===== src/rtl/axi_csr_bridge_pkg.sv =====
// Shared types for the AXI-to-CSR bridge: CSR request/response structs,
// the bridge FSM state encoding and the AXI response codes it emits.
package axi_csr_bridge_pkg;

   localparam logic [1:0] AXI_OKAY   = 2'b00;
   localparam logic [1:0] AXI_SLVERR = 2'b10;

   typedef struct packed {
      logic        valid;
      logic        rd_or_wr;   // 1 = write, 0 = read
      logic [15:0] addr;
      logic [31:0] data_in;
   } s_csr_req_t;

   typedef struct packed {
      logic        ready;
      logic        error;
      logic [31:0] data_out;
   } s_csr_resp_t;

   typedef enum logic [3:0] {
      IDLE,
      WR_DATA,
      WR_DRAIN,
      WR_CSR,
      WR_RESP,
      RD_CSR,
      RD_CAP,
      RD_RESP,
      RD_ERR
   } csr_bridge_st_t;

endpackage


===== src/rtl/axi_csr_bridge.sv =====
// AXI4 slave front-end for the CSR block: one transaction in flight, single-beat CSR access,
// bursts answered with SLVERR. Define RAVENOC_CSR_RD_PRIO_EN to make reads win AW/AR contention.
module axi_csr_bridge
   import axi_csr_bridge_pkg::*;
#(
   parameter int ID_WIDTH = 8
) (
   input  logic                clk_axi,
   input  logic                arst_axi,
   input  logic                awvalid,
   output logic                awready,
   input  logic [ID_WIDTH-1:0] awid,
   input  logic [31:0]         awaddr,
   input  logic [7:0]          awlen,
   input  logic                wvalid,
   output logic                wready,
   input  logic [31:0]         wdata,
   input  logic                wlast,
   output logic                bvalid,
   input  logic                bready,
   output logic [ID_WIDTH-1:0] bid,
   output logic [1:0]          bresp,
   input  logic                arvalid,
   output logic                arready,
   input  logic [ID_WIDTH-1:0] arid,
   input  logic [31:0]         araddr,
   input  logic [7:0]          arlen,
   output logic                rvalid,
   input  logic                rready,
   output logic [ID_WIDTH-1:0] rid,
   output logic [31:0]         rdata,
   output logic [1:0]          rresp,
   output logic                rlast,
   output s_csr_req_t          csr_req_o,
   input  s_csr_resp_t         csr_resp_i
);

`ifdef RAVENOC_CSR_RD_PRIO_EN
   localparam logic RD_PRIO = 1'b1;
`else
   localparam logic RD_PRIO = 1'b0;
`endif

   // Handshakes: a beat transfers on the rising edge where valid && ready;
   // once raised, the bridge holds valid and its payload until that edge.
   csr_bridge_st_t       state;
   logic                 ptr_wr;
   logic [ID_WIDTH-1:0]  id_q;
   logic [15:0]          addr_q;
   logic [7:0]           len_q;
   logic [7:0]           beat_q;
   logic                 grant_wr;
   logic                 grant_rd;
   logic                 unused_addr_hi;

   // CSR space is 64 KiB; upper address bits select the bridge upstream.
   assign unused_addr_hi = ^{awaddr[31:16], araddr[31:16]};

   always_comb begin
      grant_wr = 1'b0;
      grant_rd = 1'b0;
      if (state == IDLE) begin
         if (awvalid && arvalid) begin
            grant_rd = RD_PRIO || !ptr_wr;
            grant_wr = !grant_rd;
         end else begin
            grant_wr = awvalid;
            grant_rd = arvalid;
         end
      end
   end

   assign awready = grant_wr;
   assign arready = grant_rd;
   assign wready  = (state == WR_DATA) || (state == WR_DRAIN);

   always_ff @(posedge clk_axi) begin
      if (arst_axi) begin
         state     <= IDLE;
         ptr_wr    <= 1'b1;
         id_q      <= '0;
         addr_q    <= '0;
         len_q     <= '0;
         beat_q    <= '0;
         bvalid    <= 1'b0;
         bid       <= '0;
         bresp     <= AXI_OKAY;
         rvalid    <= 1'b0;
         rid       <= '0;
         rdata     <= '0;
         rresp     <= AXI_OKAY;
         rlast     <= 1'b0;
         csr_req_o <= '0;
      end else begin
         case (state)
            IDLE: begin
               if (grant_wr) begin
                  ptr_wr <= 1'b0;
                  id_q   <= awid;
                  addr_q <= awaddr[15:0];
                  state  <= (awlen == 8'd0) ? WR_DATA : WR_DRAIN;
               end else if (grant_rd) begin
                  ptr_wr <= 1'b1;
                  id_q   <= arid;
                  len_q  <= arlen;
                  beat_q <= '0;
                  if (arlen == 8'd0) begin
                     csr_req_o.valid    <= 1'b1;
                     csr_req_o.rd_or_wr <= 1'b0;
                     csr_req_o.addr     <= araddr[15:0];
                     state              <= RD_CSR;
                  end else begin
                     // Bursts are not supported: answer every beat with SLVERR.
                     rvalid <= 1'b1;
                     rid    <= arid;
                     rdata  <= '0;
                     rresp  <= AXI_SLVERR;
                     rlast  <= 1'b0;
                     state  <= RD_ERR;
                  end
               end
            end
            WR_DATA: begin
               if (wvalid) begin
                  csr_req_o.valid    <= 1'b1;
                  csr_req_o.rd_or_wr <= 1'b1;
                  csr_req_o.addr     <= addr_q;
                  csr_req_o.data_in  <= wdata;
                  state              <= WR_CSR;
               end
            end
            WR_DRAIN: begin
               if (wvalid && wlast) begin
                  bvalid <= 1'b1;
                  bid    <= id_q;
                  bresp  <= AXI_SLVERR;
                  state  <= WR_RESP;
               end
            end
            WR_CSR: begin
               if (csr_resp_i.ready) begin
                  csr_req_o.valid <= 1'b0;
                  bvalid          <= 1'b1;
                  bid             <= id_q;
                  bresp           <= csr_resp_i.error ? AXI_SLVERR : AXI_OKAY;
                  state           <= WR_RESP;
               end
            end
            WR_RESP: begin
               if (bready) begin
                  bvalid <= 1'b0;
                  state  <= IDLE;
               end
            end
            RD_CSR: begin
               if (csr_resp_i.ready) begin
                  csr_req_o.valid <= 1'b0;
                  state           <= RD_CAP;
               end
            end
            RD_CAP: begin
               // Responder presents read data exactly one cycle after accepting the request.
               rdata  <= csr_resp_i.data_out;
               rresp  <= csr_resp_i.error ? AXI_SLVERR : AXI_OKAY;
               rvalid <= 1'b1;
               rlast  <= 1'b1;
               rid    <= id_q;
               state  <= RD_RESP;
            end
            RD_RESP: begin
               if (rready) begin
                  rvalid <= 1'b0;
                  rlast  <= 1'b0;
                  state  <= IDLE;
               end
            end
            RD_ERR: begin
               if (rready) begin
                  if (beat_q == len_q) begin
                     rvalid <= 1'b0;
                     rlast  <= 1'b0;
                     state  <= IDLE;
                  end else begin
                     beat_q <= beat_q + 8'd1;
                     rlast  <= ((beat_q + 8'd1) == len_q);
                  end
               end
            end
            default: state <= IDLE;
         endcase
      end
   end

endmodule


===== config.mk =====
export PLATFORM = sky130hd
export DESIGN_NAME = axi_csr_bridge
export DESIGN_NICKNAME = d
export VERILOG_FILES = /design/src/rtl/axi_csr_bridge_pkg.sv /design/src/rtl/axi_csr_bridge.sv
export SDC_FILE = /design/constraint.sdc
export NUM_CORES = 1
export LEC_CHECK = 0
export ABC_AREA = 1
export CAP_MARGIN = 10
export CORE_UTILIZATION = 42
export DETAILED_ROUTE_END_ITERATION = 8
export PLACE_DENSITY_LB_ADDON = 0.1
export SYNTH_ARGS = -nofsm -noshare
export SYNTH_HDL_FRONTEND = slang
export SYNTH_SLANG_ARGS = --single-unit

===== constraint.sdc =====
create_clock -name clk_axi -period 1.9 [get_ports clk_axi]
set_input_delay 0.285 -clock clk_axi [delete_from_list [all_inputs] [get_ports clk_axi]]
set_output_delay 0.285 -clock clk_axi [all_outputs]
set_load 0.03 [all_outputs]

# ---- After elaboration in Yosys (flattened, before gate mapping)
# Index checks and enable logic that the tools add are counted.
dict set report totals {
  word_cells 143
  mem_count 0
  ram_bits 0
  in_bits 170
  ff_bits 150
  romBits 0
  output_inout_bits 108
  latchBits 0
}
dict set report classes {
  shift 0
  n_mux 69
  bitwise 1
  eq_ne 25
  order_cmp 0
  mul 0
  n_addsub 1
  div 0
  n_reduce_logical 29
}
# op count
set op_table {}
lappend op_table {{32-bit two-way mux} 3}
lappend op_table {{8-bit two-way mux} 11}
lappend op_table {{32-bit one-hot mux with 2 select lines} 1}
lappend op_table {{18-bit two-way mux} 3}
lappend op_table {{50-bit two-way mux} 1}
lappend op_table {{8-bit one-hot mux with 2 select lines} 3}
lappend op_table {{4-bit two-way mux} 11}
lappend op_table {{4-bit one-hot mux with 9 select lines} 1}
lappend op_table {{17-bit one-hot mux with 2 select lines} 1}
lappend op_table {{2-bit != test, second input constant} 11}
lappend op_table {{1-bit two-way mux} 21}
lappend op_table {{4-bit by 3-bit == test with 1-bit output, second input constant} 4}
lappend op_table {{8-bit == test} 2}
lappend op_table {{8-bit logical NOT} 2}
lappend op_table {{2-bit two-way mux} 7}
lappend op_table {{6-bit AND reduction} 2}
lappend op_table {{5-bit AND reduction} 2}
lappend op_table {{2-bit nonzero test} 5}
lappend op_table {{9-bit AND reduction} 1}
lappend op_table {{8-bit by 1-bit adder with 8-bit output, second input constant} 1}
lappend op_table {{4-bit by 2-bit == test with 1-bit output, second input constant} 2}
lappend op_table {{1-bit one-hot mux with 4 select lines} 2}
lappend op_table {{2-bit one-hot mux with 2 select lines} 2}
lappend op_table {{4-bit AND reduction} 2}
lappend op_table {{other kinds (16)} 24}

# ---- Longest topological paths before layout
dict set report depth {
  depth_word 6
  depth_mapped 12
  depth_no_buf 12
}

# ---- Worst setup path before layout
# No wires, ideal clock.
dict set report synth_path {
  kind {flip-flop to output port}
  from {register state[3]}
  to {output port wready}
  path_stages_with_launch 7
  setup_slack_ns 0.344
  t_arrival_ns 1.271
  required_ns 1.615
  n_path_buf 3
  cell_sequence {dfxtp_1 buf_6 nor2_4 nand2_2 buf_6 clkbuf_1 nand2_1}
}
dict set report synth_via {
  elab_chain_len 2
  elab_cells_between_ends 3
  classes_between {eq/ne (2); reduce/logical (1)}
}
# element line
set synth_rtl {}
lappend synth_rtl {{start, declared} axi_csr_bridge.sv:46} ;# csr_bridge_st_t state;
lappend synth_rtl {{start signal, assigned} axi_csr_bridge.sv:101} ;# state <= (awlen == 8'd0) ? WR_DATA : WR_DRAIN;
lappend synth_rtl {{4-bit by 1-bit == test with 1-bit output / 4-bit by 2-bit == test with 1-bit output (equally long branches)} axi_csr_bridge.sv:75} ;# assign wready = (state == WR_DATA) || (state == WR_DRAIN);
lappend synth_rtl {{1-bit logical OR *} axi_csr_bridge.sv:75}
lappend synth_rtl {{end, declared} axi_csr_bridge.sv:16} ;# output logic wready,
# Mark *: on every way between the ends. The rest lies on a longest branch, timed or not.

# ---- Worst setup path after layout
dict set report layout_path {
  from {register state[2]}
  to {output port arready}
}
dict set report layout_via {
  elab_chain_len 2
}
# element line
set layout_rtl {}
lappend layout_rtl {{4-bit logical NOT} axi_csr_bridge.sv:62} ;# if (state == IDLE) begin
lappend layout_rtl {{1-bit two-way mux} axi_csr_bridge.sv:62}
lappend layout_rtl {{end, declared} axi_csr_bridge.sv:24} ;# output logic arready,
# No other way between the ends.

==> implementation parameters <==
Parameter                              Value

Setup path
  First element of the critical path ... state[2]$_SDFFE_PP0P_
  Worst reg2reg setup slack ... 0.18 ns
  Worst reg2reg path endpoint ... rdata[4]$_SDFFE_PP0P_
  Reg-to-reg critical path startpoint ... state[2]$_SDFFE_PP0P_
  Required time at the worst-slack endpoint ... approximately 1.6 ns
  Kind of end point of the critical path ... primary output
  Path type of the worst setup path ... reg2out
  Timing endpoint of the critical path ... arready
  Signal arrival time at the worst endpoint ... between 1.5 and 2 ns
  Depth of the worst register-to-register path ... 10
  Critical Path Fanout Max ... 4
  Startpoint type of the worst setup path ... flip-flop

Detailed routing
  Wire per inst ... approximately 14 um
  Pre-antenna DRT Iters ... 7
  Vias ... around 6600
  Antenna violation net count after detailed routing ... 0
  Final wirelength ... approximately 19000 um
  Number of violations reported at the end of detailed-routing iteration 0 ... roughly 400
  Detail-routed via count per cell ... between 4 and 5
  Number of design rule violations left after detail routing ... 24

Worst hold path
  Hold WC Path Type ... in2reg

STA
  Max-slew headroom at the worst pin ... around three fifths
  Final period util ... 96.7%
  Count of pins over their slew limit ... 0
  Number of failing setup endpoints in the final timing report ... 0
  Clock period minus final worst setup slack ... 1.84 ns
  Final Hold Violating Endpoints ... 0
  Max Fclk ... between 0.5 and 0.6 GHz
  Setup repair after global routing missed its margin ... no
  Final Skew ... ~0.011 ns
  Total negative slack ... 0 ns
  Transition at the pin with the smallest max-transition slack ... 0.610 ns

GRT
  Gr usage total ... about a quarter
  Number of global-route vias before repair ... ~6100
  Number of antenna violations at the first check in global routing ... 0
  First-pass GRT wire length ... 30600 um
  Leftover overflow at the end of global routing ... 0
  Largest net degree at the start of global routing ... a little under 70

Power and ir drop
  Combinational share of power ... between 30 and 40%
  Worst supply voltage drop on vdd ... approximately 0.00076 V
  Part of the total power dissipated in the clock network ... a little under a third
  Switching Share ... a little over a third
  Psw ... around 4000 uW
  Leakage power ... approximately 0.0041 uW
  Power density normalized to cell area ... around 1100 nW/um^2
  Final Power ... about 11000 uW
  Part of the power in registers ... around a third
  P_int ... 7250 uW

Die
  Overall die height ... between 100 and 150 um
  Total I/O pin count ... between 200 and 300
  Core Rows ... 44
  Initial core utilization ... between 40% and 50%
  Overall die width ... about 120 um
  Total core area ... roughly 15000 um^2
  Die Outline Area ... around 16000 um^2

Cells and area
  Area overhead of the layout relative to synthesis ... 54.6%
  Share of final-layout standard cells stronger than drive strength 1 ... about a tenth
  Layout fillers ... 1281
  Antenna diodes ... 0
  Final net count ... about 1300

Placed design
  Routability congestion estimate ... approximately 0.85
  Count of input and output buffers ... between 200 and 250
  HPWL Detailed ... ~13000 um

Run status
  Result of the run ... finished, violations left
  Failing checks ... design-rule violations

CTS
  CTS buffer count ... 17
  Number of levels in the clock H-tree ... 4
  Clock edge transition at the registers on the reported setup and hold paths ... 0.06 ns
  Insertion delay to the later sink of the worst-skew pair ... roughly 0.42 ns
  TritonCTS clock tree ... done
  CTS Buffer Depth ... 2
  Num Clock Sinks ... roughly 150
  Root Buffer ... clkbuf_16

Synthesis
  Number of synthesis warnings ... 0
  Average size of a mapped cell ... 7.17 um^2
  Post-synthesis sequential area ratio ... a little under half
  Number of synthesized register bits ... about 150
  Cell count after synthesis ... 886
  Library cells used by synthesis ... 33
  Post-synthesis instance area ... 6350 um^2

Flow run
  Maximum Capacitance Violations ... 0
-- placed cells by master (no fill, tap or decap), types with 5 or more instances in the layout --
cell type        count
clkinv_4             6
clkdlybuf4s50_1    239
o211a_1              8
clkbuf_16           17
buf_12               5
a31oi_1             25
nor2_4               6
nand2_1            247
o21ai_0             57
a21oi_1             59
nand3_1             31
inv_1               54
buf_4               44
nand4_1             24
dfxtp_1            145
nor2_1             148
-- power groups by stage --
stage	sequential, uW	clock (uW)	combinational (uW)
6_report	3850	3400	3990
5_1_grt	3910	3620	4360
4_1_cts	3840	3470	3940
3_5_place_dp	3900	0	3810
3_3_place_gp	3890	0	3780
2_1_floorplan	4260	0	2000
-- cell families after synthesis --
group / Yosys count / synth area share, %
buffers and inverters: 106 / 7.62
adders and majority gates: 1 / 0.197
AOI/OAI and AO/OA: 154 / 13.8
other: 1 / 0.0590
and+or+nand+nor: 471 / 31.0
DFF: 148 / 46.6
xor gates and xnor gates: 5 / 0.689
-- cell usage after synthesis --
master	instances	area [um^2]
inv_2	3	11.3
nand3_1	31	155
buf_2	15	75.1
xnor2_1	1	8.76
o21ai_0	58	290
nand2_4	2	22.5
nand2_2	3	18.8
nor2_8	1	20.0
inv_1	55	206
nand2_1	247	927
a211oi_4	1	20.0
nor2_4	3	33.8
a31oi_1	25	156
o221ai_1	1	8.76
dfxtp_1	148	2960
and2_4	1	8.76
conb_1	1	3.75
clkinv_1	1	3.75
nor2_1	150	563
ha_1	1	12.5
o21bai_1	1	7.51
buf_6	6	67.6
nor2_2	5	31.3
nand3b_1	1	7.51
a21oi_4	1	16.3
nand4_1	24	150
nand4_2	1	12.5
xor2_1	4	35.0
nand3_2	2	20.0
a21oi_1	59	295
o211a_1	8	80.1
buf_4	6	45.0
clkbuf_1	20	75.1
-- stage by stage --
step                      std cells  cell area [um^2]  hold slack, ns  worst slack [ns]  utilization, %
after global routing           1348              9820           0.247           0.00128            67.1
final                          1348              9820           0.257            0.0619            67.1
after CTS                      1345              9790           0.243          0.000360            66.9
after detailed placement       1308              9120           0.436            -0.109            62.3
after global placement         1308              9120           0.431           -0.0709            62.3
after floorplan                 887              6360           0.383             0.344               -
-- worst max-delay path: stages, from the launching register on --
cell and delay (ns):
dfxtp_1 0.36, nor2_4 0.23, nand2_4 0.11, nor2_4 0.17
buf_8 0.12, buf_4 0.15
-- registers in the layout (all words and copies together) (netlist names) --
signal,cells
bid,8
csr_req_o,50
ptr_wr,1
addr_q,16
len_q,8
rresp,1
rlast,1
rvalid,1
id_q,8
state,4
bresp,1
rid,8
bvalid,1
rdata,32
beat_q,8
-- worst min-delay path by stage --
stage | from | depth (start not counted) | to | slack (ns)
2_1_floorplan | bready | 1 | bvalid$_SDFFE_PP0P_ | 0.38
3_3_place_gp | bid[5]$_SDFFE_PP0P_ | 2 | bid[5]$_SDFFE_PP0P_ | 0.43
3_5_place_dp | bid[7]$_SDFFE_PP0P_ | 2 | bid[7]$_SDFFE_PP0P_ | 0.44
4_1_cts | arst_axi | 2 | len_q[7]$_SDFFE_PP0P_ | 0.24
5_1_grt | arst_axi | 2 | len_q[7]$_SDFFE_PP0P_ | 0.25
6_report | arst_axi | 2 | len_q[7]$_SDFFE_PP0P_ | 0.26
-- final cells by class --
type | count | area, um^2 | area share [%]
Clock buffer | 20 | 457 | 4.65
Inverter | 59 | 221 | 2.25
Timing Repair Buffer | 292 | 2870 | 29.2
Sequential cell | 148 | 2970 | 30.2
Multi-Input combinational cell | 633 | 2930 | 29.9
Tap cell | 184 | 230 | 2.34
Clock inverter | 12 | 148 | 1.50
-- layer usage --
layer	vias up	GRT usage, %	wire length (um)
met5	-	0	0
met2	245	40.7	8810
met1	2955	30.2	8280
met3	20	7.74	1590
li1	3389	-	-
met4	0	7.25	254
-- repair_timing --
| item | 4_1_cts | 5_1_grt |
|---|---|---|
| buffers inserted | 5 | 3 |
| hold buffers | 0 | 0 |
| hold endpoints to repair | 0 | 0 |
| pin swaps | 3 | 2 |
| resized for setup | 9 | 4 |
| setup endpoints to repair | 3 | 3 |
Note: power is estimated with default switching activity, not from simulation.
